File: src/rtl/imem_loader_pkg.sv
// Shared types and constants for the instruction-memory program loader.
// Holds the loader FSM state encoding and stream framing sizes.
package loader_pkg;

   typedef enum logic [2:0] {
      HDR_LO,
      HDR_HI,
      DATA,
      HOLD,
      RUN,
      ERR
   } loader_state_t;

   localparam int WORD_BYTES = 4;
   localparam int HDR_BYTES  = 2;

endpackage

File: src/rtl/imem_loader_word_assembler.sv
// Packs a little-endian byte stream into 32-bit words.
// Ports: clk, rst, byte_valid/byte_data in; word_valid/word out (same cycle as 4th byte).
module word_assembler
   import loader_pkg::*;
(
   input  logic        clk,
   input  logic        rst,
   input  logic        byte_valid,
   input  logic [7:0]  byte_data,
   output logic        word_valid,
   output logic [31:0] word
);

   localparam int IDX_W = $clog2(WORD_BYTES);

   logic [IDX_W-1:0] idx;
   logic [23:0]      low;

   // Bytes shift in from the top, so after three bytes the first one
   // sits in bits 7:0 and the fourth byte completes the word.
   always_ff @(posedge clk) begin
      if (rst) begin
         idx <= '0;
         low <= '0;
      end else if (byte_valid) begin
         idx <= idx + 1'b1;
         low <= {byte_data, low[23:8]};
      end
   end

   assign word_valid = byte_valid && (idx == IDX_W'(WORD_BYTES - 1));
   assign word       = {byte_data, low};

endmodule

File: src/rtl/imem_loader.sv
// Program loader: byte stream -> instruction memory writes, then core release.
// Ports: s_valid/s_ready/s_data in; imem_we/addr/wdata, core_rst, done, err, words_loaded out.
module imem_loader
   import loader_pkg::*;
#(
   parameter int DEPTH       = 1024,
   parameter int ADDR_W      = $clog2(DEPTH),
   parameter int HOLD_CYCLES = 4
) (
   input  logic              clk,
   input  logic              rst,
   input  logic              s_valid,
   output logic              s_ready,
   input  logic [7:0]        s_data,
   output logic              imem_we,
   output logic [ADDR_W-1:0] imem_addr,
   output logic [31:0]       imem_wdata,
   output logic              core_rst,
   output logic              done,
   output logic              err,
   output logic [ADDR_W:0]   words_loaded
);

   localparam int CNT_W = $clog2(HOLD_CYCLES + 1);

   loader_state_t    state;
   loader_state_t    state_nx;
   logic [7:0]       n_lo;
   logic [15:0]      n_words;
   logic [15:0]      hdr_n;
   logic [CNT_W-1:0] hold_cnt;
   logic             accept;
   logic             word_valid;
   logic [31:0]      word;
   logic             last_word;

   assign s_ready = !rst && (state inside {HDR_LO, HDR_HI, DATA});
   assign accept  = s_valid && s_ready;
   assign hdr_n   = {s_data, n_lo};

   // True while the word being completed is index N-1.
   assign last_word = (17'(words_loaded) + 17'd1) == {1'b0, n_words};

   word_assembler u_asm (
      .clk        (clk),
      .rst        (rst),
      .byte_valid (accept && (state == DATA)),
      .byte_data  (s_data),
      .word_valid (word_valid),
      .word       (word)
   );

   always_ff @(posedge clk) begin
      if (rst) state <= HDR_LO;
      else     state <= state_nx;
   end

   always_comb begin
      state_nx = state;
      core_rst = 1'b1;
      done     = 1'b0;
      err      = 1'b0;
      unique case (state)
         HDR_LO: if (accept) state_nx = HDR_HI;
         HDR_HI: begin
            if (accept) begin
               if (hdr_n == 16'd0)
                  state_nx = HOLD;
               else if ({1'b0, hdr_n} > 17'(DEPTH))
                  state_nx = ERR;
               else
                  state_nx = DATA;
            end
         end
         DATA: if (word_valid && last_word) state_nx = HOLD;
         HOLD: begin
            if (hold_cnt == CNT_W'(HOLD_CYCLES - 1))
               state_nx = RUN;
         end
         RUN: begin
            core_rst = 1'b0;
            done     = 1'b1;
         end
         ERR: err = 1'b1;
         default: state_nx = HDR_LO;
      endcase
   end

   // The write pulse is registered one cycle after the 4th byte; the
   // hold timer counts from the first HOLD cycle, which is that pulse.
   always_ff @(posedge clk) begin
      if (rst) begin
         n_lo         <= '0;
         n_words      <= '0;
         hold_cnt     <= '0;
         imem_we      <= 1'b0;
         imem_addr    <= '0;
         imem_wdata   <= '0;
         words_loaded <= '0;
      end else begin
         imem_we <= word_valid;
         if (accept && (state == HDR_LO)) n_lo <= s_data;
         if (accept && (state == HDR_HI)) n_words <= hdr_n;
         if (word_valid) begin
            imem_addr    <= words_loaded[ADDR_W-1:0];
            imem_wdata   <= word;
            words_loaded <= words_loaded + 1'b1;
         end
         hold_cnt <= (state == HOLD) ? hold_cnt + 1'b1 : '0;
      end
   end

endmodule

File: config.mk
export PLATFORM = sky130hd
export DESIGN_NAME = imem_loader
export DESIGN_NICKNAME = d
export VERILOG_FILES = /design/src/rtl/imem_loader_pkg.sv /design/src/rtl/imem_loader_word_assembler.sv /design/src/rtl/imem_loader.sv
export SDC_FILE = /design/constraint.sdc
export NUM_CORES = 1
export LEC_CHECK = 0
export CELL_PAD_IN_SITES_DETAIL_PLACEMENT = 1
export CELL_PAD_IN_SITES_GLOBAL_PLACEMENT = 2
export CORE_MARGIN = 5
export CORE_UTILIZATION = 36
export CTS_CLUSTER_SIZE = 25
export DETAILED_ROUTE_END_ITERATION = 8
export DONT_BUFFER_PORTS = 1
export PLACE_DENSITY = 0.8
export SLEW_MARGIN = 5
export SYNTH_ARGS = -nofsm -noshare
export SYNTH_HDL_FRONTEND = slang
export SYNTH_HIERARCHICAL = 1
export SYNTH_SLANG_ARGS = --single-unit
File: constraint.sdc
create_clock -name clk -period 3.6 [get_ports clk]
set_input_delay 0.72 -clock clk [delete_from_list [all_inputs] [get_ports clk]]
set_output_delay 0.72 -clock clk [all_outputs]
set_load 0.02 [all_outputs]
==> metrics, run 1 <==
cell chain of the critical path=ha_1 > nand2_1 > or3_1 > a2111oi_0 > nor3_1 > o31ai_1; Slowest cell on crit path=dfxtp_1; Slew headroom=0.524; grt total ovfl=0; vias in the first global route=approximately 3300; CTS Root Cell=clkbuf_16; Hold Slack=0.427 ns; Max Slew Vio Count=0; DR vias/cell=5.05; worst-margin pin slew=0.709 ns; most frequent cells in the layout=111 x nor2_1, 110 x dfxtp_1, 92 x mux2i_1, 14 x xor2_1, 10 x nand2_1; outcome=finished, final reports clean; core footprint=12600 µm²; cts repair resizes=0; clock latency on the worst-skew pair=roughly 0.35 ns; Port Buffers=0; endpoints failing setup=0; CP Launch Type=flop; most common cell after layout, fill and taps aside=nor2_1; drt drc=0; largest net degree at the start of global routing=roughly 110; DPL Wire Length=7.08 mm; synthesized instance count=470; Reg2Reg Depth=6; total CTS buffers=9; die span in x=123 µm; hold path cells=1; min cycle time layout=roughly 2.7 ns; initial antenna violation count=0; dominant synthesized flop cell=dfxtp_1; share of layout cells above drive strength 1=0.0667; Cell Pwr Density=459 nW/µm²; global-route wire length before repair=~17 mm; CTS tree=yes; part of the cycle the worst path needs=0.737; height of the die=around 120 µm; Initial DRT Pass Iterations=4; initial DRC count=151; max incr delay on CP=between 0.6 and 0.7 ns; Required @ worst endpoint=between 3 and 4 ns; FMAX=0.377 GHz; ys async rst share=0; Met1 Routed Length=4.79 mm; Nets=460; Synth-to-Final Area Change=6.53%; syn_area_per_cell=9.82 µm²; register area share after synthesis=0.477; Setup CP Type=reg -> reg; hold buffers post-CTS=0; met3 WL=532 µm; Critical Path Sink Type=flop; row count=41; FF+latch count, synth=110; die footprint=roughly 15000 µm²; CTS H-tree depth=3; # IOs=69; Diodes inserted=0; Final TNS setup=0 ns; met2 wire length=slightly below 5 mm; CP Data Arrival Time=between 2 and 3 ns; leakage=1.78 nW; Routed Antenna Nets=0; vias=3143; worst vdd ir=0.306 mV; Yosys warning count=6; max layer used=met4; Max-cap violations=0; clk sinks=110; Hold WC Path Type=reg -> reg; RSZ-0062 raised after global routing=no; clock buffer depth=2; WL/cell=16.9 µm; number of synthesized flops with an enable pin=0; routability cong.=0.766; Tot GR Track Use=0.149; Worst-path clk slew=0.07 ns; critical path peak fanout=12; DRT Wirelength=10.5 mm; Setup Buffers After CTS=0; final hold violations=0; Yosys cell types=49; Syn Nets=485; Starting Density=0.367; Mapped Area=4610 µm²; Final Skew=0.00916 ns
-- Yosys cell counts (2+ instances only) --
cell type	number	area share
nor3b_1	2	0.0033
o21ai_0	4	0.0043
clkbuf_1	16	0.013
a2111oi_0	2	0.0038
nand4_1	8	0.011
dfxtp_1	110	0.48
o2111ai_1	2	0.0038
nor2b_1	3	0.0041
buf_4	9	0.015
or3_1	2	0.0027
xnor2_1	7	0.013
nor4bb_1	2	0.0043
nand2_1	10	0.0081
nand3_1	8	0.0087
a31oi_1	2	0.0027
and3_1	3	0.0041
nor4_1	3	0.0041
inv_1	5	0.0041
xor2_1	14	0.027
or4_1	4	0.0065
buf_12	2	0.0087
and2_1	3	0.0041
ha_1	4	0.011
a21oi_1	3	0.0033
a41oi_1	2	0.0038
nor2_1	111	0.090
nor3_1	5	0.0054
and4_1	3	0.0057
buf_2	7	0.0076
mux2i_1	92	0.20
buf_1	4	0.0033
-- cell families after synthesis --
| family | Yosys count | share of synthesized area |
|---|---|---|
| compound gates | 23 | 0.0393 |
| flops | 110 | 0.477 |
| simple gates | 175 | 0.179 |
| fa+ha+maj | 4 | 0.0108 |
| buf+inv | 45 | 0.0545 |
| xor+xnor | 21 | 0.0399 |
| mux | 92 | 0.200 |
-- report_power, final --
group / leakage [nW] / internal, W / switching, W
clock: 0.136 / 0.000495 / 0.000461
sequential: 0.887 / 0.00123 / 0.0000128
combinational: 0.755 / 0.0000264 / 0.0000355
total: 1.78 / 0.00175 / 0.000509
-- critical path, delay by kind of cell, from the launching register on --
family                   cells  cell delay, ns
AO/OA/AOI/OAI                2            0.72
flip-flops                   1            0.67
AND/OR/NAND/NOR              3            0.67
adder cells (fa/ha/maj)      1            0.50
-- cell type report --
type	instances	area (µm²)
Clock buffer	11	243
Clock inverter	5	42.5
Fill cell	1425	7650
Inverter	6	22.5
Multi-Input combinational cell	315	2170
Sequential cell	110	2200
Tap cell	172	215
Timing Repair Buffer	3	22.5
-- per-stage QoR --
stage,instances,worst slack (ns),area [µm²],power (W),util
2_1_floorplan,470,0.856,4610,0.00134,-
3_3_place_gp,606,1.00,4630,0.00133,0.368
3_5_place_dp,606,0.861,4630,0.00133,0.368
4_1_cts,622,0.949,4920,0.00229,0.391
5_1_grt,622,0.733,4920,0.00235,0.391
6_report,622,0.948,4920,0.00226,0.391
-- routing by layer --
layer / global-route usage / vias up
li1: - / 1560
met1: 0.190 / 1527
met2: 0.235 / 44
met3: 0.0453 / 12
met4: 0.0581 / 0
met5: 0 / -
-- registers in the layout, indices dropped and copies added, names as in the netlist --
name	cells
n_lo	8
u_asm/low	24
state	3
hold_cnt	3
u_asm/idx	2
n_words	16
words_loaded	11
imem_we	1
imem_addr	10
imem_wdata	32
-- path summary, 6_finish.rpt --
check / slack (ns) / startpoint / endpoint
setup reg to reg: 0.95 / words_loaded[0] / state[0]
setup / recovery: 0.95 / words_loaded[0] / state[0]
hold reg to reg: 0.43 / hold_cnt[0] / hold_cnt[0]
hold / removal: 0.43 / hold_cnt[0] / hold_cnt[0]
No activity file was read; power rests on OpenSTA's default activity.
==> run 2: changes to the inputs <==
--- a/config.mk
+++ b/config.mk
@@ -8,11 +8,11 @@
 export CELL_PAD_IN_SITES_DETAIL_PLACEMENT = 1
 export CELL_PAD_IN_SITES_GLOBAL_PLACEMENT = 2
 export CORE_MARGIN = 5
-export CORE_UTILIZATION = 36
+export CORE_UTILIZATION = 35
 export CTS_CLUSTER_SIZE = 25
 export DETAILED_ROUTE_END_ITERATION = 8
 export DONT_BUFFER_PORTS = 1
-export PLACE_DENSITY = 0.8
+export PLACE_DENSITY = 0.81
 export SLEW_MARGIN = 5
 export SYNTH_ARGS = -nofsm -noshare
 export SYNTH_HDL_FRONTEND = slang
==> constraint.sdc (replaced) <==
create_clock -name clk -period 2.4 [get_ports clk]
set_input_delay 0.48 -clock clk [delete_from_list [all_inputs] [get_ports clk]]
set_output_delay 0.48 -clock clk [all_outputs]
set_load 0.02 [all_outputs]
==> run 2 against run 1 <==
  * Die area rose by 2.6%
  * Final cell count rose by 2.6%
  * Core utilization fell by 0.82 points
  * Critical path type unchanged
  * Critical endpoint unchanged
  * Highest routed layer unchanged
==> metrics, run 2 (same netlist as run 1, synthesis figures left out) <==
height of the die=125 µm; worst-margin pin slew=0.558 ns; outcome=finished, final reports clean; Setup Buffers After CTS=0; DPL Wire Length=7.38 mm; vias in the first global route=3392; initial DRC count=146; Sequential Area=between 2000 and 2500 µm²; total power=0.00335 W; Hold WC Path Type=in -> reg; clk sinks=110; part of the cycle the worst path needs=0.898; share of layout cells above drive strength 1=0.0909; FMAX=0.464 GHz; clock latency on the worst-skew pair=0.35 ns; leakage=1.85 nW; most frequent cells in the layout=111 x nor2_1, 110 x dfxtp_1, 92 x mux2i_1, 14 x xor2_1, 14 x buf_4; global-route wire length before repair=17.6 mm; Nets=around 470; clock buffer depth=2; hold buffers post-CTS=0; CP Data Arrival Time=2.42 ns; total CTS buffers=9; Max Slew Vio Count=0; die span in x=125 µm; Largest regs=imem_wdata x32, u_asm/low x24, n_words x16; endpoints failing setup=0; DRT Wirelength=approximately 11 mm; worst vdd ir=0.410 mV; Synth-to-Final Area Change=8.60%; Int Pwr=0.00259 W; initial antenna violation count=0; drt drc=0; Clock Power Share=0.417; min cycle time layout=2.16 ns; Routed Antenna Nets=0; cts repair resizes=0; Final Skew=0.00497 ns; Worst-path clk slew=~0.070 ns; Setup CP Type=reg -> reg; Diodes inserted=0; Max-cap violations=0; Sw Pwr=0.000758 W; row count=42; CTS tree=yes; routability cong.=0.789; most common cell after layout, fill and taps aside=nor2_1; Required @ worst endpoint=around 2.7 ns; Starting Density=0.353; Top reg by flops=imem_wdata; sw frac=0.226; core footprint=13100 µm²; Final TNS setup=0 ns; WL/cell=16.8 µm; die footprint=15600 µm²; Largest register FFs=32; Port Buffers=0; vias=3204; # IOs=69; critical path peak fanout=9; CP Launch Type=flop; Slew headroom=0.619; DR vias/cell=5.02; RSZ-0062 raised after global routing=no; final hold violations=0; largest net degree at the start of global routing=around 110; grt total ovfl=0; Hold Slack=0.195 ns; combinational power share=0.028; Critical Path Sink Type=flop; Initial DRT Pass Iterations=4; Cell Pwr Density=669 nW/µm²; CTS H-tree depth=3; R2R setup slack=0.24 ns; filler instances=between 1000 and 1500; CTS Root Cell=clkbuf_16; Tot GR Track Use=0.140; Multi-input gate area=2170 µm²; Seq pwr share=0.555
## run 2: changes by cell type in the layout (fill, tap and decap cells not counted), sizes merged
| cell | before | now |
|---|---|---|
| inv | 7 | 8 |
| clkbuf | 11 | 10 |
| buf | 3 | 15 |
| clkinv | 3 | 4 |
| clkinvlp | 1 | 0 |
## run 2: power groups by stage
stage,sequential (W),combinational [W],clock [W]
floorplan,0.00189,0.000118,0
global placement,0.00190,0.0000925,0
detailed placement,0.00190,0.0000956,0
CTS,0.00186,0.0000968,0.00145
global route,0.00186,0.000106,0.00153
finish,0.00186,0.0000955,0.00140
## run 2: final timing paths
kind | from | endpoint | cells past startpoint
setup / recovery | words_loaded[4] | state[0] | 5
hold / removal | rst | words_loaded[9] | 1
setup reg to reg | words_loaded[4] | state[0] | 5
hold reg to reg | hold_cnt[0] | hold_cnt[0] | 1
## run 2: metrics by stage
| step | cell area, µm² | setup WS [ns] | cells | utilization |
|---|---|---|---|---|
| after floorplan | 4620 | -0.0189 | 470 | - |
| after global placement | 4740 | 0.426 | 622 | 0.362 |
| after detailed placement | 4740 | 0.304 | 622 | 0.362 |
| after CTS | 5010 | 0.230 | 638 | 0.383 |
| after global routing | 5010 | 0.0140 | 638 | 0.383 |
| final | 5010 | 0.244 | 638 | 0.383 |
## run 2: routing by layer
metal / routed length (µm) / track usage / share of wire / vias up
li1: - / - / - / 1575
met1: 4730 / 0.161 / 0.44 / 1565
met2: 5180 / 0.236 / 0.48 / 54
met3: 682 / 0.0557 / 0.063 / 10
met4: 151 / 0.0523 / 0.014 / 0
met5: 0 / 0 / 0 / -
## run 2: cell type report
class / count / area share
Multi-Input combinational cell: 315 / 0.433
Timing Repair Buffer: 15 / 0.0250
Inverter: 6 / 0.00449
Tap cell: 176 / 0.0439
Clock inverter: 6 / 0.00874
Clock buffer: 10 / 0.0457
Sequential cell: 110 / 0.439
## run 2: worst max-delay path, stage by stage, from the launching register on
cell,delay [ns]
dfxtp_1,0.53
nand4_1,0.19
or3_1,0.35
a2111oi_0,0.57
nor3_1,0.15
o31ai_1,0.28
